**config.mk**
```make
export PLATFORM = sky130hd
export DESIGN_NAME = mem_load_queue
export DESIGN_NICKNAME = d
export VERILOG_FILES = /design/src/rtl/mem_load_queue.sv
export SDC_FILE = /design/constraint.sdc
export NUM_CORES = 1
export LEC_CHECK = 0
export BUFFER_PORTS_ARGS = -buffer_cell sky130_fd_sc_hd__buf_2
export CAP_MARGIN = 30
export CORE_MARGIN = 2
export CORE_UTILIZATION = 40
export DETAILED_ROUTE_END_ITERATION = 8
export GPL_TIMING_DRIVEN = 0
export PLACE_DENSITY = 0.62
export SYNTH_ARGS = -nofsm -noshare
export SYNTH_HDL_FRONTEND = slang
export SYNTH_SLANG_ARGS = --single-unit
```
**constraint.sdc**
```tcl
create_clock -name clk -period 6.3 [get_ports clk]
set_clock_uncertainty 0.1 [all_clocks]
set_input_delay 0 -clock clk [delete_from_list [all_inputs] [get_ports clk]]
set_output_delay 0 -clock clk [all_outputs]
set_load 0.02 [all_outputs]
```
**src/rtl/mem_load_queue.sv**
```systemverilog
// In-order load/store completion queue between EX and WB.
// Memory ops wait for one dc_data_ok each, in issue order. Other ops are
// complete at enqueue. After a flush, responses still owed by the cache are
// absorbed by a discard counter before any later op can consume one.
module mem_load_queue #(
  parameter int DEPTH = 4,
  parameter int CNT_W = 3
) (
  input  logic                  clk,
  input  logic                  reset,
  input  logic                  in_valid,
  output logic                  in_ready,
  input  logic [31:0]           in_pc,
  input  logic [31:0]           in_alu_result,
  input  logic [31:0]           in_rt_value,
  input  logic                  in_is_load,
  input  logic                  in_is_store,
  input  logic [6:0]            in_ls_type,
  input  logic [1:0]            in_offset,
  input  logic                  in_gr_we,
  input  logic [4:0]            in_dest,
  input  logic                  in_ex,
  input  logic                  dc_data_ok,
  input  logic [31:0]           dc_rdata,
  input  logic                  flush,
  output logic                  out_valid,
  input  logic                  out_ready,
  output logic [31:0]           out_pc,
  output logic [31:0]           out_result,
  output logic                  out_gr_we,
  output logic [4:0]            out_dest,
  output logic                  out_ex,
  output logic [DEPTH-1:0]      byp_valid,
  output logic [5*DEPTH-1:0]    byp_dest,
  output logic [32*DEPTH-1:0]   byp_data,
  output logic                  spurious
);

  localparam int PTR_W = $clog2(DEPTH);

  logic [PTR_W-1:0] head, tail;
  logic [CNT_W-1:0] count, outstanding, discard;

  // Entry control bits (reset) and payload (no reset).
  logic [DEPTH-1:0] e_valid, e_done;
  logic [DEPTH-1:0] e_gr_we, e_ex, e_load;
  logic [31:0]      e_pc     [DEPTH];
  logic [31:0]      e_result [DEPTH];
  logic [31:0]      e_rt     [DEPTH];
  logic [6:0]       e_type   [DEPTH];
  logic [1:0]       e_off    [DEPTH];
  logic [4:0]       e_dest   [DEPTH];

  logic enq, deq, mem_pend_in, dok_discard, dok_cmp;
  logic cmp_found;
  logic [PTR_W-1:0] cmp_idx, scan_idx;

  // Byte/halfword/word extraction and lwl/lwr merge with the old rt value.
  function automatic logic [31:0] load_extract(input logic [6:0]  t,
                                               input logic [1:0]  off,
                                               input logic [31:0] rd,
                                               input logic [31:0] rt);
    logic [4:0]  sh;
    logic [7:0]  byte_sel;
    logic [15:0] half_sel;
    logic [31:0] r;
    sh       = {off, 3'b000};
    byte_sel = 8'(rd >> sh);
    half_sel = 16'(rd >> {off[1], 4'b0000});
    r        = rd;
    if (t[6])      r = {{24{byte_sel[7]}}, byte_sel};
    else if (t[5]) r = {24'h0, byte_sel};
    else if (t[4]) r = {{16{half_sel[15]}}, half_sel};
    else if (t[3]) r = {16'h0, half_sel};
    else if (t[2]) r = rd;
    else if (t[1]) r = (rd << (5'd24 - sh)) | (rt & (32'h00FF_FFFF >> sh));
    else if (t[0]) r = (rd >> sh) | (rt & ~(32'hFFFF_FFFF >> sh));
    return r;
  endfunction

  // Handshakes and response classification (discard first, then completion).
  assign out_valid   = (count != '0) & e_valid[head] & e_done[head];
  assign deq         = out_valid & out_ready;
  assign in_ready    = (count < CNT_W'(DEPTH)) | deq;
  assign enq         = in_valid & in_ready & ~flush;
  assign mem_pend_in = (in_is_load | in_is_store) & ~in_ex;
  assign dok_discard = dc_data_ok & (discard != '0);
  assign dok_cmp     = dc_data_ok & (discard == '0) & (outstanding != '0);

  assign out_pc     = e_pc[head];
  assign out_result = e_result[head];
  assign out_gr_we  = e_gr_we[head];
  assign out_dest   = e_dest[head];
  assign out_ex     = e_ex[head];

  // Oldest still-pending entry, scanning from head in queue order.
  always_comb begin
    cmp_found = 1'b0;
    cmp_idx   = head;
    scan_idx  = head;
    for (int i = 0; i < DEPTH; i++) begin
      scan_idx = head + PTR_W'(i);
      if (!cmp_found && e_valid[scan_idx] && !e_done[scan_idx]) begin
        cmp_found = 1'b1;
        cmp_idx   = scan_idx;
      end
    end
  end

  // Pointers, occupancy, response counters and entry status bits.
  always_ff @(posedge clk) begin
    if (reset) begin
      head        <= '0;
      tail        <= '0;
      count       <= '0;
      outstanding <= '0;
      discard     <= '0;
      e_valid     <= '0;
      e_done      <= '0;
      spurious    <= 1'b0;
    end else begin
      spurious <= dc_data_ok & (discard == '0) & (outstanding == '0);
      if (dok_cmp) e_done[cmp_idx] <= 1'b1;
      if (flush) begin
        head        <= '0;
        tail        <= '0;
        count       <= '0;
        e_valid     <= '0;
        outstanding <= '0;
        discard     <= discard - CNT_W'(dok_discard) + outstanding - CNT_W'(dok_cmp);
      end else begin
        if (deq) begin
          e_valid[head] <= 1'b0;
          head          <= head + PTR_W'(1);
        end
        // Enqueue after dequeue so a full-queue swap into the same slot wins.
        if (enq) begin
          e_valid[tail] <= 1'b1;
          e_done[tail]  <= ~mem_pend_in;
          tail          <= tail + PTR_W'(1);
        end
        count       <= count + CNT_W'(enq) - CNT_W'(deq);
        outstanding <= outstanding + CNT_W'(enq & mem_pend_in) - CNT_W'(dok_cmp);
        discard     <= discard - CNT_W'(dok_discard);
      end
    end
  end

  // Entry payload capture and result write-back on completion.
  always_ff @(posedge clk) begin
    if (enq) begin
      e_pc[tail]     <= in_pc;
      e_result[tail] <= in_alu_result;
      e_rt[tail]     <= in_rt_value;
      e_type[tail]   <= in_ls_type;
      e_off[tail]    <= in_offset;
      e_dest[tail]   <= in_dest;
      e_gr_we[tail]  <= in_gr_we;
      e_ex[tail]     <= in_ex;
      e_load[tail]   <= in_is_load;
    end
    if (dok_cmp && e_load[cmp_idx])
      e_result[cmp_idx] <= load_extract(e_type[cmp_idx], e_off[cmp_idx], dc_rdata, e_rt[cmp_idx]);
  end

  // Forwarding taps, one slice per physical entry.
  always_comb begin
    byp_valid = '0;
    byp_dest  = '0;
    byp_data  = '0;
    for (int i = 0; i < DEPTH; i++) begin
      byp_valid[i]        = e_valid[i] & e_gr_we[i] & e_done[i];
      byp_dest[5*i +: 5]  = e_dest[i];
      byp_data[32*i +: 32] = e_result[i];
    end
  end

endmodule

```
# After elaboration in Yosys (flattened, before gate mapping)
# Memories as Yosys holds them, arrays and structs flattened. A register that Yosys moved wholly into a read port is not among the register bits.
# Index checks and enable logic that the tools add are counted.
[word_totals] regBits=34 ram_bits=440 inputBits=152 output_inout_bits=226 n_memories=6
[mem_list] memory="e_pc" depth=4 word_bits=32 rd=1 rd_clocked_by_memory_dff=1 wr=1 line_no="47" rtl="logic [31:0] e_pc [DEPTH];"
[mem_list] memory="e_result" depth=4 word_bits=32 rd=5 rd_clocked_by_memory_dff=1 wr=2 line_no="48" rtl="logic [31:0] e_result [DEPTH];"
[mem_list] memory="e_rt" depth=4 word_bits=32 rd=1 rd_clocked_by_memory_dff=0 wr=1 line_no="49" rtl="logic [31:0] e_rt [DEPTH];"
[mem_list] memory="e_type" depth=4 word_bits=7 rd=1 rd_clocked_by_memory_dff=0 wr=1 line_no="50" rtl="logic [6:0] e_type [DEPTH];"
[mem_list] memory="e_dest" depth=4 word_bits=5 rd=5 rd_clocked_by_memory_dff=1 wr=1 line_no="52" rtl="logic [4:0] e_dest [DEPTH];"
[mem_list] memory="e_off" depth=4 word_bits=2 rd=1 rd_clocked_by_memory_dff=0 wr=1 line_no="51" rtl="logic [1:0] e_off [DEPTH];"
[op_classes] add_sub_neg=12 order_cmp=10 shift=5 n_mux=65 bitwise=33 reduce_logical=24
[ops] operator="32-bit 2-to-1 mux" count=8
[ops] operator="32-bit AND" count=2
[ops] operator="32-bit OR" count=2
[ops] operator="4-bit 2-to-1 mux" count=8
[ops] operator="32-bit NOT" count=1
[ops] operator="32-bit by 5-bit left shift with 32-bit output" count=1
[ops] operator="24-bit by 5-bit right shift with 32-bit output (first input constant)" count=1
[ops] operator="32-bit by 5-bit right shift with 16-bit output" count=1
[ops] operator="32-bit by 5-bit right shift with 32-bit output" count=1
[ops] operator="32-bit by 5-bit right shift with 32-bit output (first input constant)" count=1
[ops] operator="1-bit binary-select mux with 2-bit select" count=11
[ops] operator="1-bit 2-to-1 mux" count=21
[ops] operator="1-bit AND" count=19
[ops] operator="2-bit by 3-bit < comparator with 1-bit output (second input constant)" count=6
[ops] operator="2-bit 2-to-1 mux" count=9
[ops] operator="4-bit bitwise mux" count=4
[ops] operator="3-bit by 1-bit subtractor with 3-bit output" count=4
[ops] operator="1-bit logical AND" count=11
[ops] operator="3-bit nonzero test" count=3
[ops] operator="4-bit OR" count=2
[ops] operator="1-bit logical NOT" count=7
[ops] operator="3-bit by 1-bit adder with 3-bit output" count=2
[ops] operator="1-bit demux with 2-bit select" count=3
[ops] operator="2-bit by 1-bit >= comparator with 1-bit output (second input constant)" count=3
[ops] operator="other kinds (12)" count=18

# Longest topological paths before layout
# An unclocked memory read counts as a cell.
[logic_depth] ltp_word=30 mapped_depth=17

# Least setup slack after synthesis
# Ideal clock, no wire load.
[synth_path] path_kind="register to register" startpoint="register head[0]" endpoint="memory e_result[3][0], enable pin" setup_ps=479 arrival_time_ps=3918 required_time_ps=5721 slack_ps=1803 stages_incl_launch_ff=16 path_buffers=8 synth_period_minus_slack_ps=4497 cell_sequence="dfxtp_1 buf_6 inv_2 clkbuf_1 ha_1 a31o_2 buf_4 o21ai_4 nand2_1 buf_4 buf_4 buf_2 nand3_1 clkbuf_1 clkbuf_1 nand2_1"
[synth_rtl] element="start: declaration" line_no="41" rtl="logic [PTR_W-1:0] head, tail;"
[synth_rtl] element="start signal: assignment" line_no="134" rtl="head <= head + PTR_W'(1);"
[synth_rtl] element="end: declaration" line_no="48"

==> impl_metrics.csv <==
group,metric,value,unit
status,status,"completed",
drt,vias_per_cell,5.83,
pwr,p_leak,0.0102,uW
worst_hold_path,min_path_type,"in -> reg",
drt,route.detailed.wl_per_inst,26.8,um
place,place_area,25800,um^2
critical_path,cp_data_required_time,6.55,ns
drt,drc_errors,0,
global_routing,grt_pass1_vias,17600,
finish,final_layout_size_suffix_gt1_frac,0.321,
pwr,pwr-share-comb,0.102,
critical_path,critPathArrivalTime,6.29,ns
timing,rsz0062_at_grt,"no",
flow_run,max_cap_violations,0,
global_routing,grt_overflow,0,
critical_path,crit_path_start,"head[0]",
pwr,p_per_area,248,nW/um^2
logic_synthesis,synth.area.top_cells,"edfxtp_1 (59%), mux4_2 (9.9%), nor2_1 (2.7%)",
logic_synthesis,ys_seq_elements,476,
finish,area_growth,26.4,%
logic_synthesis,synthArstFlopShare,0,
finish,final_cell_area,28900,um^2
logic_synthesis,synthCells,1616,
critical_path,reg2reg_from,"head[0]",
finish,fill_cells,4834,
timing,relSlewSlack,0.323,
cts,numCtsBuffers,49,
drt,antenna_left,0,
drt,routed_wl,80.1,mm
place,io_buffers,376,
pwr,irDropWorstVdd,0.000241,V
timing,fin_ws,0.257,ns
pwr,swShare,0.236,
logic_synthesis,yosys_warnings,0,
critical_path,path_max_fanout,11,
finish,final_nets,2364,
pwr,pwr-share-clk,0.402,
floorplan,num_rows,87,
floorplan,dieArea,59100,um^2
drt,num_vias,17500,
finish,final_common_cell,"edfxtp_1",
global_routing,groute.usage.overall,0.268,
cts,clk_pin_slew,0.06,ns
worst_hold_path,holdCritStartpoint,"in_dest[4]",
timing,min_period,6.04,ns
floorplan,start_util,0.405,
drt,drtIter0Drc,1865,
timing,tightest_slew,1.02,ns
logic_synthesis,yosysTopAreaCellShare,0.594,
critical_path,path_class,"reg -> reg",
place,dp_hpwl,59.8,mm
cts,clkSinkCount,476,
finish,mostFrequentLayoutCells,"edfxtp_1 (452), buf_2 (400), nor2_1 (165), dlygate4sd3_1 (142), nand2_1 (121)",
timing,final.setup.tns,0,ns
global_routing,grt_pass1_wl,117,mm
critical_path,r2r_slack,0.26,ns
logic_synthesis,yosysUniqueCellTypes,96,
logic_synthesis,synth-seq-area-share,0.615,
logic_synthesis,synth_fp_nets,1788,
place,place_congestion,0.967,
timing,clock.fmax,0.165,GHz
cts,htree_levels,2,
timing,drv_slew,0,
cts,cts_buffer_depth,3,
critical_path,cp-start-kind,"flop",
floorplan,die_height,243,um
cts,clkLatencyLatePin,0.59,ns
timing,setup_viol,0,
place,dp_slack,0.262,ns
pwr,p_switching,1690,uW
cts,root_buffer,"clkbuf_16",
global_routing,grt_max_degree,57,
timing,min_period_over_period,0.959,
logic_synthesis,avgSynthCellArea,14.1,um^2
logic_synthesis,synthFlopType,"edfxtp_1",
cts,postCtsSetupBuffers,0,
pwr,p_int,5480,uW
logic_synthesis,synth.largest_area_cell,"edfxtp_1",
drt,drt-pass1-iter-count,6,
logic_synthesis,synth.cell_area,22900,um^2
timing,hold_viol_final,0,
logic_synthesis,synth_edf_count,452,
floorplan,io_pins,378,
global_routing,antenna_found_initial,13,
floorplan,coreArea,56500,um^2
critical_path,endpoint_kind,"flop",
cts,cts_tree,"built",
pwr,p_seq_frac,0.496,
floorplan,die_w,243,um
[layout make-up]
type                       instances  area, um^2  area share
antenna                            8        20.0    0.000692
buffer                           100         544      0.0188
clock buffer                      60        1290      0.0446
clock inverter                    28         299      0.0103
inverter                          51         201     0.00697
multi-input combinational        989        8100       0.280
sequential                       476       14100       0.486
tap                              756         946      0.0327
timing repair buffer             525        3450       0.119
[final timing paths]
path / end / depth (start not counted)
setup / recovery: e_result[1][6] / 16
hold / removal: e_dest[0][4] / 2
setup reg to reg: e_result[1][6] / 16
hold reg to reg: tail[1] / 2
[power groups by stage]
stage | Clock [uW] | Sequential, uW | Combinational (uW)
2_1_floorplan | 0 | 3640 | 352
3_3_place_gp | 0 | 3630 | 626
3_5_place_dp | 0 | 3620 | 642
4_1_cts | 2940 | 3560 | 721
5_1_grt | 3060 | 3560 | 785
6_report | 2890 | 3560 | 733
[worst max-delay path: stages, from the launching register on]
cell	delay (ns)
dfxtp_1	0.54
buf_6	0.22
inv_2	0.11
clkbuf_1	0.31
ha_1	0.56
o21ai_0	0.15
a221o_1	0.36
buf_6	0.16
o22a_1	0.24
buf_6	0.17
o2111ai_2	0.58
clkbuf_1	0.61
a21oi_1	0.21
or3_1	0.35
a21oi_1	0.34
a221oi_1	0.15
dlygate4sd3_1	0.59
[Yosys cell counts (9+ instances only)]
| library cell | number |
|---|---|
| o2111ai_1 | 12 |
| nor3_1 | 54 |
| inv_1 | 48 |
| nand2_1 | 125 |
| ha_1 | 17 |
| buf_2 | 24 |
| buf_6 | 11 |
| a211oi_1 | 51 |
| a221oi_1 | 40 |
| nand3_1 | 23 |
| o221a_2 | 10 |
| clkbuf_1 | 44 |
| edfxtp_1 | 452 |
| dfxtp_1 | 24 |
| a211o_1 | 9 |
| buf_4 | 15 |
| a21oi_1 | 76 |
| mux4_2 | 100 |
| and3_1 | 14 |
| o211ai_1 | 19 |
| o221ai_1 | 10 |
| o21ai_0 | 20 |
| nor2_1 | 165 |
| a31oi_1 | 17 |
| mux2i_1 | 13 |
| o21ai_1 | 28 |
[flip-flops by register name, summed over array words and instances (netlist names), 8 cells and up, named ones only]
name / flops
e_type: 28
e_rt: 128
e_result: 128
e_off: 8
e_pc: 128
e_dest: 20
[through the flow]
stage                     utilization  cells  hold WS, ns  total power, uW
after floorplan                     -   1616     -0.00482             3990
after global placement          0.455   2748        0.109             4250
after detailed placement        0.458   2754        0.115             4270
after CTS                       0.511   2984      0.00169             7220
after global routing            0.512   2990       0.0363             7410
final                           0.512   2993       0.0533             7180
[repair_timing]
action	CTS	global route
hold buffers	142	0
gates resized for setup	0	3
setup endpoints to repair	0	9
endpoints found under the hold margin	466	0
[cells by family after synthesis]
group / count (synthesis) / share of synthesized area
DFF: 476 / 0.615
and+or+nand+nor: 448 / 0.0949
AOI/OAI and AO/OA: 388 / 0.133
buffers and inverters: 151 / 0.0322
muxes: 124 / 0.110
adders and majority gates: 20 / 0.0119
xor gates and xnor gates: 9 / 0.00345
[routing by layer]
metal	global-route usage	up-vias	share of wire	wire [um]
li1	-	7664	-	-
met1	0.351	8687	0.40	32100
met2	0.444	927	0.48	38800
met3	0.0557	162	0.081	6490
met4	0.0935	10	0.034	2690
met5	0	-	0.00086	69
(Power assumes the default switching activity.)
